===== src/rtl/tpu_isa_pkg.sv =====
// Shared TPU instruction-set definitions: the opcode encoding and where the
// opcode sits inside an instruction word.
package tpu_isa_pkg;

  localparam int INSTR_W = 16;
  localparam int OPC_W   = 3;
  localparam int OPC_MSB = 15;
  localparam int OPC_LSB = 13;

  typedef enum logic [OPC_W-1:0] {
    OPC_NOP         = 3'b000,
    OPC_LOAD_ADDR   = 3'b001,
    OPC_LOAD_WEIGHT = 3'b010,
    OPC_VALID       = 3'b100,
    OPC_HALT        = 3'b111
  } opcode_e;

  localparam logic [INSTR_W-1:0] HALT_INSTR = {OPC_HALT, {(INSTR_W-OPC_W){1'b0}}};

  function automatic logic is_halt(input logic [INSTR_W-1:0] instr);
    return instr[OPC_MSB:OPC_LSB] == OPC_HALT;
  endfunction

endpackage


===== src/rtl/instr_sequencer_if.sv =====
// Host-facing bus of the instruction sequencer: the program write port,
// start/abort control, and the issued instruction with its status.
interface instr_sequencer_if #(
  parameter int DEPTH   = 16,
  parameter int INSTR_W = tpu_isa_pkg::INSTR_W,
  parameter int HOLD_W  = 4
);
  localparam int AW = $clog2(DEPTH);

  logic               prog_we;
  logic [AW-1:0]      prog_addr;
  logic [INSTR_W-1:0] prog_instr;
  logic [HOLD_W-1:0]  prog_hold;
  logic               start;
  logic               abort;
  logic [INSTR_W-1:0] instruction;
  logic [AW-1:0]      issue_pc;
  logic               busy;
  logic               done;

  modport master (
    output prog_we, prog_addr, prog_instr, prog_hold, start, abort,
    input  instruction, issue_pc, busy, done
  );

  modport slave (
    input  prog_we, prog_addr, prog_instr, prog_hold, start, abort,
    output instruction, issue_pc, busy, done
  );

endinterface


===== src/rtl/instr_prog_mem.sv =====
// Program store: DEPTH entries of {instruction, hold}, one write port and one
// combinational read port. Reset fills every entry with HALT and zero hold.
module instr_prog_mem #(
  parameter int DEPTH   = 16,
  parameter int INSTR_W = tpu_isa_pkg::INSTR_W,
  parameter int HOLD_W  = 4,
  localparam int AW     = $clog2(DEPTH)
) (
  input  logic               clk,
  input  logic               reset_n,
  input  logic               i_we,
  input  logic [AW-1:0]      i_waddr,
  input  logic [INSTR_W-1:0] i_wdata_instr,
  input  logic [HOLD_W-1:0]  i_wdata_hold,
  input  logic [AW-1:0]      i_raddr,
  output logic [INSTR_W-1:0] o_rdata_instr,
  output logic [HOLD_W-1:0]  o_rdata_hold
);
  import tpu_isa_pkg::*;

  localparam logic [INSTR_W-1:0] RESET_INSTR = {OPC_HALT, {(INSTR_W-OPC_W){1'b0}}};

  logic [INSTR_W-1:0] r_instr [DEPTH];
  logic [HOLD_W-1:0]  r_hold  [DEPTH];

  // NOTE: this array is deliberately reset (flops, not RAM) so a reset leaves
  // a program that halts at entry 0; a RAM macro could not be cleared this way.
  always_ff @(posedge clk or negedge reset_n) begin
    if (!reset_n) begin
      for (int i = 0; i < DEPTH; i++) begin
        r_instr[i] <= RESET_INSTR;
        r_hold[i]  <= '0;
      end
    end else if (i_we) begin
      // NOTE: sequential state is updated with <= so every flop samples the
      // pre-edge values; blocking = here would create order-dependent races.
      r_instr[i_waddr] <= i_wdata_instr;
      r_hold[i_waddr]  <= i_wdata_hold;
    end
  end

  assign o_rdata_instr = r_instr[i_raddr];
  assign o_rdata_hold  = r_hold[i_raddr];

endmodule


===== src/rtl/instr_sequencer.sv =====
// Autonomous instruction issuer: plays the stored program onto a registered
// instruction bus, holding each entry for hold+1 cycles until HALT or the end.
module instr_sequencer #(
  parameter int DEPTH   = 16,
  parameter int INSTR_W = tpu_isa_pkg::INSTR_W,
  parameter int HOLD_W  = 4
) (
  input  logic                clk,
  input  logic                reset_n,
  instr_sequencer_if.slave    bus
);
  import tpu_isa_pkg::*;

  localparam int AW = $clog2(DEPTH);

  typedef enum logic [1:0] {IDLE, ISSUE, DONE} state_e;

  state_e             r_state, w_state_nxt;
  logic [AW-1:0]      r_pc, w_pc_nxt;
  logic [HOLD_W-1:0]  r_cnt, w_cnt_nxt;
  logic [INSTR_W-1:0] r_instr, w_instr_nxt;
  logic               r_busy, w_busy_nxt;
  logic               r_done, w_done_nxt;

  logic               w_we;
  logic [AW-1:0]      w_rd_addr;
  logic [INSTR_W-1:0] w_rd_instr;
  logic [HOLD_W-1:0]  w_rd_hold;
  logic               w_rd_halt;
  logic               w_last_pc;

  assign w_we      = bus.prog_we && (r_state == IDLE);
  // The single read port looks at entry 0 while idle and at the next entry while issuing.
  assign w_rd_addr = (r_state == ISSUE) ? r_pc + AW'(1) : '0;
  assign w_rd_halt = (w_rd_instr[OPC_MSB:OPC_LSB] == OPC_HALT);
  assign w_last_pc = (r_pc == AW'(DEPTH - 1));

  instr_prog_mem #(
    .DEPTH   (DEPTH),
    .INSTR_W (INSTR_W),
    .HOLD_W  (HOLD_W)
  ) u_prog_mem (
    .clk           (clk),
    .reset_n       (reset_n),
    .i_we          (w_we),
    .i_waddr       (bus.prog_addr),
    .i_wdata_instr (bus.prog_instr),
    .i_wdata_hold  (bus.prog_hold),
    .i_raddr       (w_rd_addr),
    .o_rdata_instr (w_rd_instr),
    .o_rdata_hold  (w_rd_hold)
  );

  always_ff @(posedge clk or negedge reset_n) begin
    if (!reset_n) begin
      r_state <= IDLE;
      r_pc    <= '0;
      r_cnt   <= '0;
      r_instr <= '0;
      r_busy  <= 1'b0;
      r_done  <= 1'b0;
    end else begin
      r_state <= w_state_nxt;
      r_pc    <= w_pc_nxt;
      r_cnt   <= w_cnt_nxt;
      r_instr <= w_instr_nxt;
      r_busy  <= w_busy_nxt;
      r_done  <= w_done_nxt;
    end
  end

  always_comb begin
    // NOTE: every output of this block gets a default first, so no path can
    // leave a signal unassigned and infer a latch.
    w_state_nxt = r_state;
    w_pc_nxt    = r_pc;
    w_cnt_nxt   = r_cnt;
    w_instr_nxt = r_instr;

    if (bus.abort) begin
      w_state_nxt = IDLE;
      w_pc_nxt    = '0;
      w_cnt_nxt   = '0;
      w_instr_nxt = '0;
    end else begin
      unique case (r_state)
        IDLE: begin
          w_instr_nxt = '0;
          // A program write in the same cycle wins over start.
          if (bus.start && !bus.prog_we) begin
            w_pc_nxt = '0;
            if (w_rd_halt) begin
              w_state_nxt = DONE;
            end else begin
              w_state_nxt = ISSUE;
              w_instr_nxt = w_rd_instr;
              w_cnt_nxt   = w_rd_hold;
            end
          end
        end
        ISSUE: begin
          if (r_cnt != '0) begin
            w_cnt_nxt = r_cnt - HOLD_W'(1);
          end else if (w_last_pc || w_rd_halt) begin
            w_state_nxt = DONE;
            w_pc_nxt    = '0;
            w_instr_nxt = '0;
          end else begin
            w_pc_nxt    = r_pc + AW'(1);
            w_instr_nxt = w_rd_instr;
            w_cnt_nxt   = w_rd_hold;
          end
        end
        DONE: begin
          w_state_nxt = IDLE;
          w_instr_nxt = '0;
        end
        default: begin
          w_state_nxt = IDLE;
          w_pc_nxt    = '0;
          w_cnt_nxt   = '0;
          w_instr_nxt = '0;
        end
      endcase
    end

    w_busy_nxt = (w_state_nxt == ISSUE);
    w_done_nxt = (w_state_nxt == DONE);
  end

  assign bus.instruction = r_instr;
  assign bus.issue_pc    = r_pc;
  assign bus.busy        = r_busy;
  assign bus.done        = r_done;

endmodule

===== src/flat_wrapper.sv =====
// flat-port wrapper written by rule: the top's interface ports become plain ports
module instr_sequencer_flat import tpu_isa_pkg::*;
#(
  parameter int DEPTH   = 16,
  parameter int INSTR_W = tpu_isa_pkg::INSTR_W,
  parameter int HOLD_W  = 4
)
  (clk, reset_n, bus_prog_we, bus_prog_addr, bus_prog_instr, bus_prog_hold, bus_start, bus_abort, bus_instruction, bus_issue_pc, bus_busy, bus_done);
  instr_sequencer_if #(.DEPTH(DEPTH), .INSTR_W(INSTR_W), .HOLD_W(HOLD_W)) bus_i ();
  input  logic clk;
  input  logic reset_n;
  input wire logic [$bits(bus_i.prog_we)-1:0] bus_prog_we;
  input wire logic [$bits(bus_i.prog_addr)-1:0] bus_prog_addr;
  input wire logic [$bits(bus_i.prog_instr)-1:0] bus_prog_instr;
  input wire logic [$bits(bus_i.prog_hold)-1:0] bus_prog_hold;
  input wire logic [$bits(bus_i.start)-1:0] bus_start;
  input wire logic [$bits(bus_i.abort)-1:0] bus_abort;
  output wire logic [$bits(bus_i.instruction)-1:0] bus_instruction;
  output wire logic [$bits(bus_i.issue_pc)-1:0] bus_issue_pc;
  output wire logic [$bits(bus_i.busy)-1:0] bus_busy;
  output wire logic [$bits(bus_i.done)-1:0] bus_done;
  assign bus_i.prog_we = bus_prog_we;
  assign bus_i.prog_addr = bus_prog_addr;
  assign bus_i.prog_instr = bus_prog_instr;
  assign bus_i.prog_hold = bus_prog_hold;
  assign bus_i.start = bus_start;
  assign bus_i.abort = bus_abort;
  assign bus_instruction = bus_i.instruction;
  assign bus_issue_pc = bus_i.issue_pc;
  assign bus_busy = bus_i.busy;
  assign bus_done = bus_i.done;
  instr_sequencer #(.DEPTH(DEPTH), .INSTR_W(INSTR_W), .HOLD_W(HOLD_W)) u_core (.clk(clk), .reset_n(reset_n), .bus(bus_i));
endmodule

===== config.mk =====
export PLATFORM = sky130hd
export DESIGN_NAME = instr_sequencer_flat
export DESIGN_NICKNAME = d
export VERILOG_FILES = /design/src/rtl/tpu_isa_pkg.sv /design/src/rtl/instr_sequencer_if.sv /design/src/rtl/instr_prog_mem.sv /design/src/rtl/instr_sequencer.sv /design/src/flat_wrapper.sv
export SDC_FILE = /design/constraint.sdc
export NUM_CORES = 1
export LEC_CHECK = 0
export ABC_AREA = 1
export CAP_MARGIN = 20
export CORE_ASPECT_RATIO = 1.4
export CORE_UTILIZATION = 30
export CTS_BUF_LIST = sky130_fd_sc_hd__clkbuf_8
export DETAILED_ROUTE_END_ITERATION = 8
export SETUP_SLACK_MARGIN = 0.2
export SLEW_MARGIN = 20
export SYNTH_ARGS = -nofsm -noshare
export SYNTH_HDL_FRONTEND = slang
export SYNTH_SLANG_ARGS = --single-unit

===== constraint.sdc =====
create_clock -name clk -period 3.3 [get_ports clk]
set_input_delay 0.33 -clock clk [delete_from_list [all_inputs] [get_ports clk]]
set_output_delay 0.33 -clock clk [all_outputs]
set_load 0.05 [all_outputs]

# Word level (Yosys, flattened, before mapping)
# Index checks and enable logic that the tools add are counted.
# W data, S select, Z words.
[totals]
output_inout_bits = 22
reg_bits = 348
in_bits = 29
word_cells = 101
[classes]
bitwise = 2
n_mux = 36
eq_ne = 11
order_cmp = 3
n_addsub = 2
n_reduce_logical = 9
[op_table]
columns = ["op", "n"]
rows = [
  ["$bwmux W256", 1],
  ["$mux W16", 8],
  ["$bmux W16 S4", 1],
  ["$bwmux W64", 1],
  ["$demux W16 S4", 1],
  ["$mux W4", 13],
  ["$pmux W16 S2", 1],
  ["$pmux W4 S3", 2],
  ["$bmux W4 S4", 1],
  ["$demux W4 S4", 1],
  ["$ge A5 B5 Y1 const B", 2],
  ["$mux W2", 5],
  ["$not A4 Y5", 2],
  ["$ne A3 B3 Y1 const B", 3],
  ["$lt A5 B1 Y1 const B", 1],
  ["$add A4 B1 Y4 const B", 1],
  ["$eq A2 B1 Y1 const B", 2],
  ["$eq A2 B2 Y1 const B", 2],
  ["$eq A4 B4 Y1 const B", 1],
  ["$ne A4 B4 Y1 const B", 1],
  ["$pmux W2 S2", 1],
  ["$reduce_and A4 Y1", 1],
  ["$reduce_bool A4 Y1", 1],
  ["$sub A4 B1 Y4 const B", 1],
  ["other kinds (7)", 9],
]

# Longest topological paths before layout
[depth]
word_depth = 13
mapped_depth = 16

# Cells and area by module
# A second synthesis with hierarchy kept.
[unflattened]
cells_unflattened = 2248
hier_area_um2 = 16854.9
[by_module_without_submodules]
columns = ["mod", "n_inst", "cells_each", "area_each_um2", "seq_area_each_um2"]
rows = [
  ["instr_prog_mem", 1, 2062, 15416.0, 8067.7],
  ["instr_sequencer", 1, 186, 1438.9, 700.7],
]

# Worst setup path after synthesis
# Ideal clock, no wire load.
[synth_timing]
path_type = "register -> register"
start = "reg u_core.r_pc[0], in the netlist u_core.bus.issue_pc[0]"
end = "reg u_core.r_instr[0], in the netlist u_core.bus.instruction[0]"
arrival_time_ns = 2.289
path_stages_with_launch = 12
path_slack_ns = 0.893
period_less_slack_ns = 2.407
required_ns = 3.182
path_cell_list = "dfrtp_1 ha_1 nand3_2 inv_2 buf_4 buf_2 clkbuf_1 a31oi_1 a221oi_1 nor2_1 nand2_1 nand2_1"
[synth_via]
elab_chain_cells = 12
[synth_rtl]
columns = ["element", "line", "text"]
rows = [
  ["from (decl)", "instr_sequencer.sv:19", "logic [AW-1:0] r_pc, w_pc_nxt;"],
  ["from (signal assigned)", "instr_sequencer.sv:64", "r_pc <= w_pc_nxt;"],
  ["$add A4 B1 Y4", "instr_sequencer.sv:34", "assign w_rd_addr = (r_state == ISSUE) ? r_pc + AW'(1) : '0;"],
  ["$mux W4", "instr_sequencer.sv:34", ""],
  ["$not A4 Y5 (implied by the code)", "instr_prog_mem.sv:42", "assign o_rdata_instr = r_instr[i_raddr];"],
  ["$bmux W16 S4", "instr_prog_mem.sv:42", ""],
  ["$mux W16 (implied by the code) (2 in series)", "instr_prog_mem.sv:42", ""],
  ["$eq A3 B3 Y1", "instr_sequencer.sv:35", "assign w_rd_halt = (w_rd_instr[OPC_MSB:OPC_LSB] == OPC_HALT);"],
  ["$logic_or A1 B1 Y1", "instr_sequencer.sv:104", "end else if (w_last_pc || w_rd_halt) begin"],
  ["$mux W16", "instr_sequencer.sv:104", ""],
  ["$mux W16", "instr_sequencer.sv:102", "if (r_cnt != '0) begin"],
  ["$pmux W16 S2 (*)", "instr_sequencer.sv:86", "unique case (r_state)"],
  ["$mux W16 (*)", "instr_sequencer.sv:80", "if (bus.abort) begin"],
  ["to (signal assigned)", "instr_sequencer.sv:66", "r_instr <= w_instr_nxt;"],
  ["to (decl)", "instr_sequencer.sv:21", "logic [INSTR_W-1:0] r_instr, w_instr_nxt;"],
]
# Every way passes the cells marked *; elsewhere a longest branch is shown, timed or not. The select of a mux whose other input is x is not followed.
# A chain may end at the register's enable or synchronous reset.

# Worst setup path after layout
[layout_timing]
start = "reg u_core.r_state[0]"
end = "reg u_core.r_instr[9], in the netlist u_core.bus.instruction[9]"
[layout_via]
elab_chain_cells = 12
[layout_rtl]
columns = ["element", "line", "text"]
rows = [
  ["from (decl)", "instr_sequencer.sv:18", "state_e r_state, w_state_nxt;"],
  ["from (signal assigned)", "instr_sequencer.sv:63", "r_state <= w_state_nxt;"],
  ["$eq A2 B1 Y1", "instr_sequencer.sv:34, instr_sequencer.sv:86", ""],
  ["$mux W4", "instr_sequencer.sv:34", ""],
  ["$not A4 Y5 (implied by the code)", "instr_prog_mem.sv:42", ""],
  ["$bmux W16 S4", "instr_prog_mem.sv:42", ""],
  ["$mux W16 (implied by the code) (2 in series)", "instr_prog_mem.sv:42", ""],
  ["$eq A3 B3 Y1", "instr_sequencer.sv:35", ""],
  ["$logic_or A1 B1 Y1", "instr_sequencer.sv:104", ""],
  ["$mux W16", "instr_sequencer.sv:104", ""],
  ["$mux W16", "instr_sequencer.sv:102", ""],
  ["$pmux W16 S2", "instr_sequencer.sv:86", ""],
  ["$mux W16", "instr_sequencer.sv:80", ""],
]
# Several ways; a longest one is shown, not always the timed one. The select of a mux whose other input is x is not followed.

==> run_results.csv <==
group,metric,value,unit
outcome,status,"complete, no violations",
setup_path,critPathRequiredTime,3840,ps
synthesis,syn-num-nets,1983,
setup_path,crit_chain,"nand2_1 -> nor2_4 -> buf_4 -> buf_4 -> nand2_1 -> a32o_1 -> nand2_1 -> nand2_1 -> a21oi_1 -> nand3_1 -> nand2_1",
grt,track_usage,18.2,%
grt,grt_overflow,0,
setup_path,r2r_start,"u_core.r_state[0]",
clocking,ctsResizeCount,0,
final_layout,regArea,8770,um2
sta,fin_crit_sh,87.3,%
clocking,cts_tree,"done",
setup_path,crit_type,"flip-flop to flip-flop",
floorplanning,io_pins,51,
grt,antenna_found_initial,0,
grt,grt_pass1_wl,76.2,mm
run,cap_violations,0,
synthesis,ys_warn_count,0,
drt,vias,13600,
drt,avgViaCountPerCell,5.04,
sta,rsz0062_at_grt,"false",
setup_path,worstPathArrival,3420,ps
clocking,cts_buffer_depth,3,
setup_path,reg2reg_slack,420,ps
clocking,path_clk_slew,70,ps
synthesis,synth_top_cell_by_area,"dfrtp_1",
synthesis,synth-seq-area-share,55.0,%
clocking,post_cts_buffers,0,
final_layout,fill_cells,5481,
clocking,postCtsHoldBufs,1,
synthesis,synth_common_cells,"nand2_1, o21ai_0, dfrtp_1",
setup_path,cp-start-kind,"flip-flop",
sta,finalCriticalPeriod,2880,ps
sta,fin_worst_skew,30.3,ps
drt,post-route-drc-count,0,
placement,dp.cells,2602,
sta,setup_viol,0,
floorplanning,core_area,52300,um2
sta,fmax,347,MHz
clocking,cts_root_buf,"clkbuf_8",
synthesis,ys_async_sr_fraction,100,%
synthesis,synth_ff_type,"dfrtp_1",
final_layout,nNetsFinal,1984,
setup_path,slowest_delay,550,ps
synthesis,synth_area,15900,um2
synthesis,synth_edf_count,0,
sta,setup_tns,0,ps
clocking,cts.htree.levels,2,
final_layout,multiInputGateArea,6330,um2
setup_path,endpoint_kind,"flip-flop",
floorplanning,initial_core_util,30.5,%
synthesis,synth_area_leaders,"dfrtp_1, nand2_1, o21ai_0",
final_layout,final_cells,2700,
synthesis,syn_avg_cell_area,8.17,um2
power,leakage,8.43,nW
sta,timing_hold_violations_final,0,
drt,drtIter0Drc,1222,
sta,whs,328,ps
power,powerDensity,679,nW/um2
synthesis,yosysUniqueCellTypes,33,
synthesis,synthMostInstantiatedCell,"nand2_1",
final_layout,fin_util,34.8,%
min_path,hp-class,"input pin to asynchronous set/reset pin",
floorplanning,die_area,54000,um2
sta,tightest_slew,783,ps
setup_path,r2r_end,"u_core.bus.instruction[9]",
synthesis,synthCells,1951,
floorplanning,fp.dieW,197,um
setup_path,r2r_cells,11,
drt,final_antenna_net_count,0,
final_layout,drive_gt1_share,9.74,%
setup_path,cpMaxStageDelayCell,"dfrtp_1",
setup_path,cp_max_fo,38,
synthesis,synth_top_area_share,47.1,%
drt,wire_per_inst,18.1,um
drt,dr.pass1.iters,5,
sta,slew_headroom,47.8,%
placement,dpl.hpwl,29.0,mm
clocking,cts_buffers,54,
power,ir_drop,0.268,mV
floorplanning,row_count,99,
drt,routed_wl,48.8,mm
placement,io_buffers,50,
setup_path,cp_common_cell,"nand2_1",
floorplanning,fp.dieH,275,um
clocking,cts_sinks,348,
final_layout,syn2layout_area_growth,14.0,%
clocking,clock_latency,610,ps
synthesis,ys_ff_latch,348,
grt,grt_pass1_vias,13300,
placement,gp_congestion,0.862,
grt,grt_max_degree,88,
sta,slew_viol_final,0,
-- critical path, delay by kind of cell (launching register included) --
kind / cells / cell delay, ps
compound gates: 2 / 350
simple gates: 7 / 1000
flops: 1 / 550
buf+inv: 2 / 880
-- power breakdown --
group	switching [mW]	leakage [nW]	internal [mW]
clock	1.71	0.650	2.02
sequential	0.548	4.35	5.32
combinational	1.74	3.42	0.996
total	4.00	8.43	8.34
-- how the worst max path moves through the flow --
stage / slack [ps] / depth (start not counted) / to / from
2_1_floorplan: 890 / 11 / u_core.bus.instruction[0] / u_core.bus.issue_pc[0]
3_3_place_gp: 570 / 13 / u_core.bus.busy / u_core.bus.issue_pc[0]
3_5_place_dp: 480 / 11 / u_core.bus.instruction[9] / u_core.r_state[0]
4_1_cts: 460 / 11 / u_core.bus.instruction[9] / u_core.r_state[0]
5_1_grt: 250 / 12 / u_core.bus.instruction[9] / u_core.r_state[1]
6_report: 420 / 11 / u_core.bus.instruction[9] / u_core.r_state[0]
-- flip-flops by register name, summed over array words and instances (netlist names) --
| register | count |
|---|---|
| u_core.bus.issue_pc | 4 |
| u_core.bus.busy | 1 |
| u_core.u_prog_mem.r_instr | 256 |
| u_core.r_state | 2 |
| u_core.r_cnt | 4 |
| u_core.u_prog_mem.r_hold | 64 |
| u_core.bus.instruction | 16 |
| u_core.bus.done | 1 |
-- cell families (layout without fill, tap and decap cells) --
kind of cell             count (synthesis)  in the layout  synth area share (%)
AO/OA/AOI/OAI                          398            398                  13.2
other                                    0              1                     0
flip-flops                             348            348                  55.0
adder cells (fa/ha/maj)                  3              3                 0.236
AND/OR/NAND/NOR                       1004           1004                  26.1
buffers and inverters                  197            238                  5.40
XOR/XNOR                                 1              1                0.0550
-- cells in the final DEF, fill, tap and decap left out, drive strengths merged --
cell type	count
a32o	8
nand3	220
nand4	9
xnor2	1
dfrtp	300
dfstp	48
dlygate4sd3	1
buf	44
ha	3
bufinv	2
diode	1
o211ai	1
a21oi	41
or2	1
a311o	4
a31oi	9
clkdlybuf4s50	49
nand2	738
nor2	32
a221oi	9
clkbuf	69
o31ai	1
clkinv	7
nor3	4
o21ai	325
inv	66
-- per-layer routing --
layer / vias to the layer above / wire [um] / global-route usage (%)
met5: - / 0 / 0
met4: 0 / 2080 / 8.38
met3: 119 / 2490 / 2.34
met2: 468 / 24300 / 31.5
met1: 6610 / 20000 / 22.4
li1: 6416 / - / -
-- per-stage QoR --
step / total power [mW] / setup WS (ps) / area, um2
after global placement: 8.57 / 567 / 17000
after CTS: 12.4 / 458 / 18200
after detailed placement: 8.66 / 476 / 17000
final: 12.3 / 420 / 18200
after global routing: 13.1 / 248 / 18200
after floorplan: 7.78 / 893 / 15900
-- final cells by class --
cell class                 instances  share of cell area [%]
antenna                            1                  0.0138
clock buffer                      69                    5.23
clock inverter                    27                   0.909
inverter                          48                   0.992
multi-input combinational       1406                    34.8
sequential                       348                    48.3
tap                              707                    4.87
timing repair buffer              94                    4.89
(Power assumes the default switching activity.)
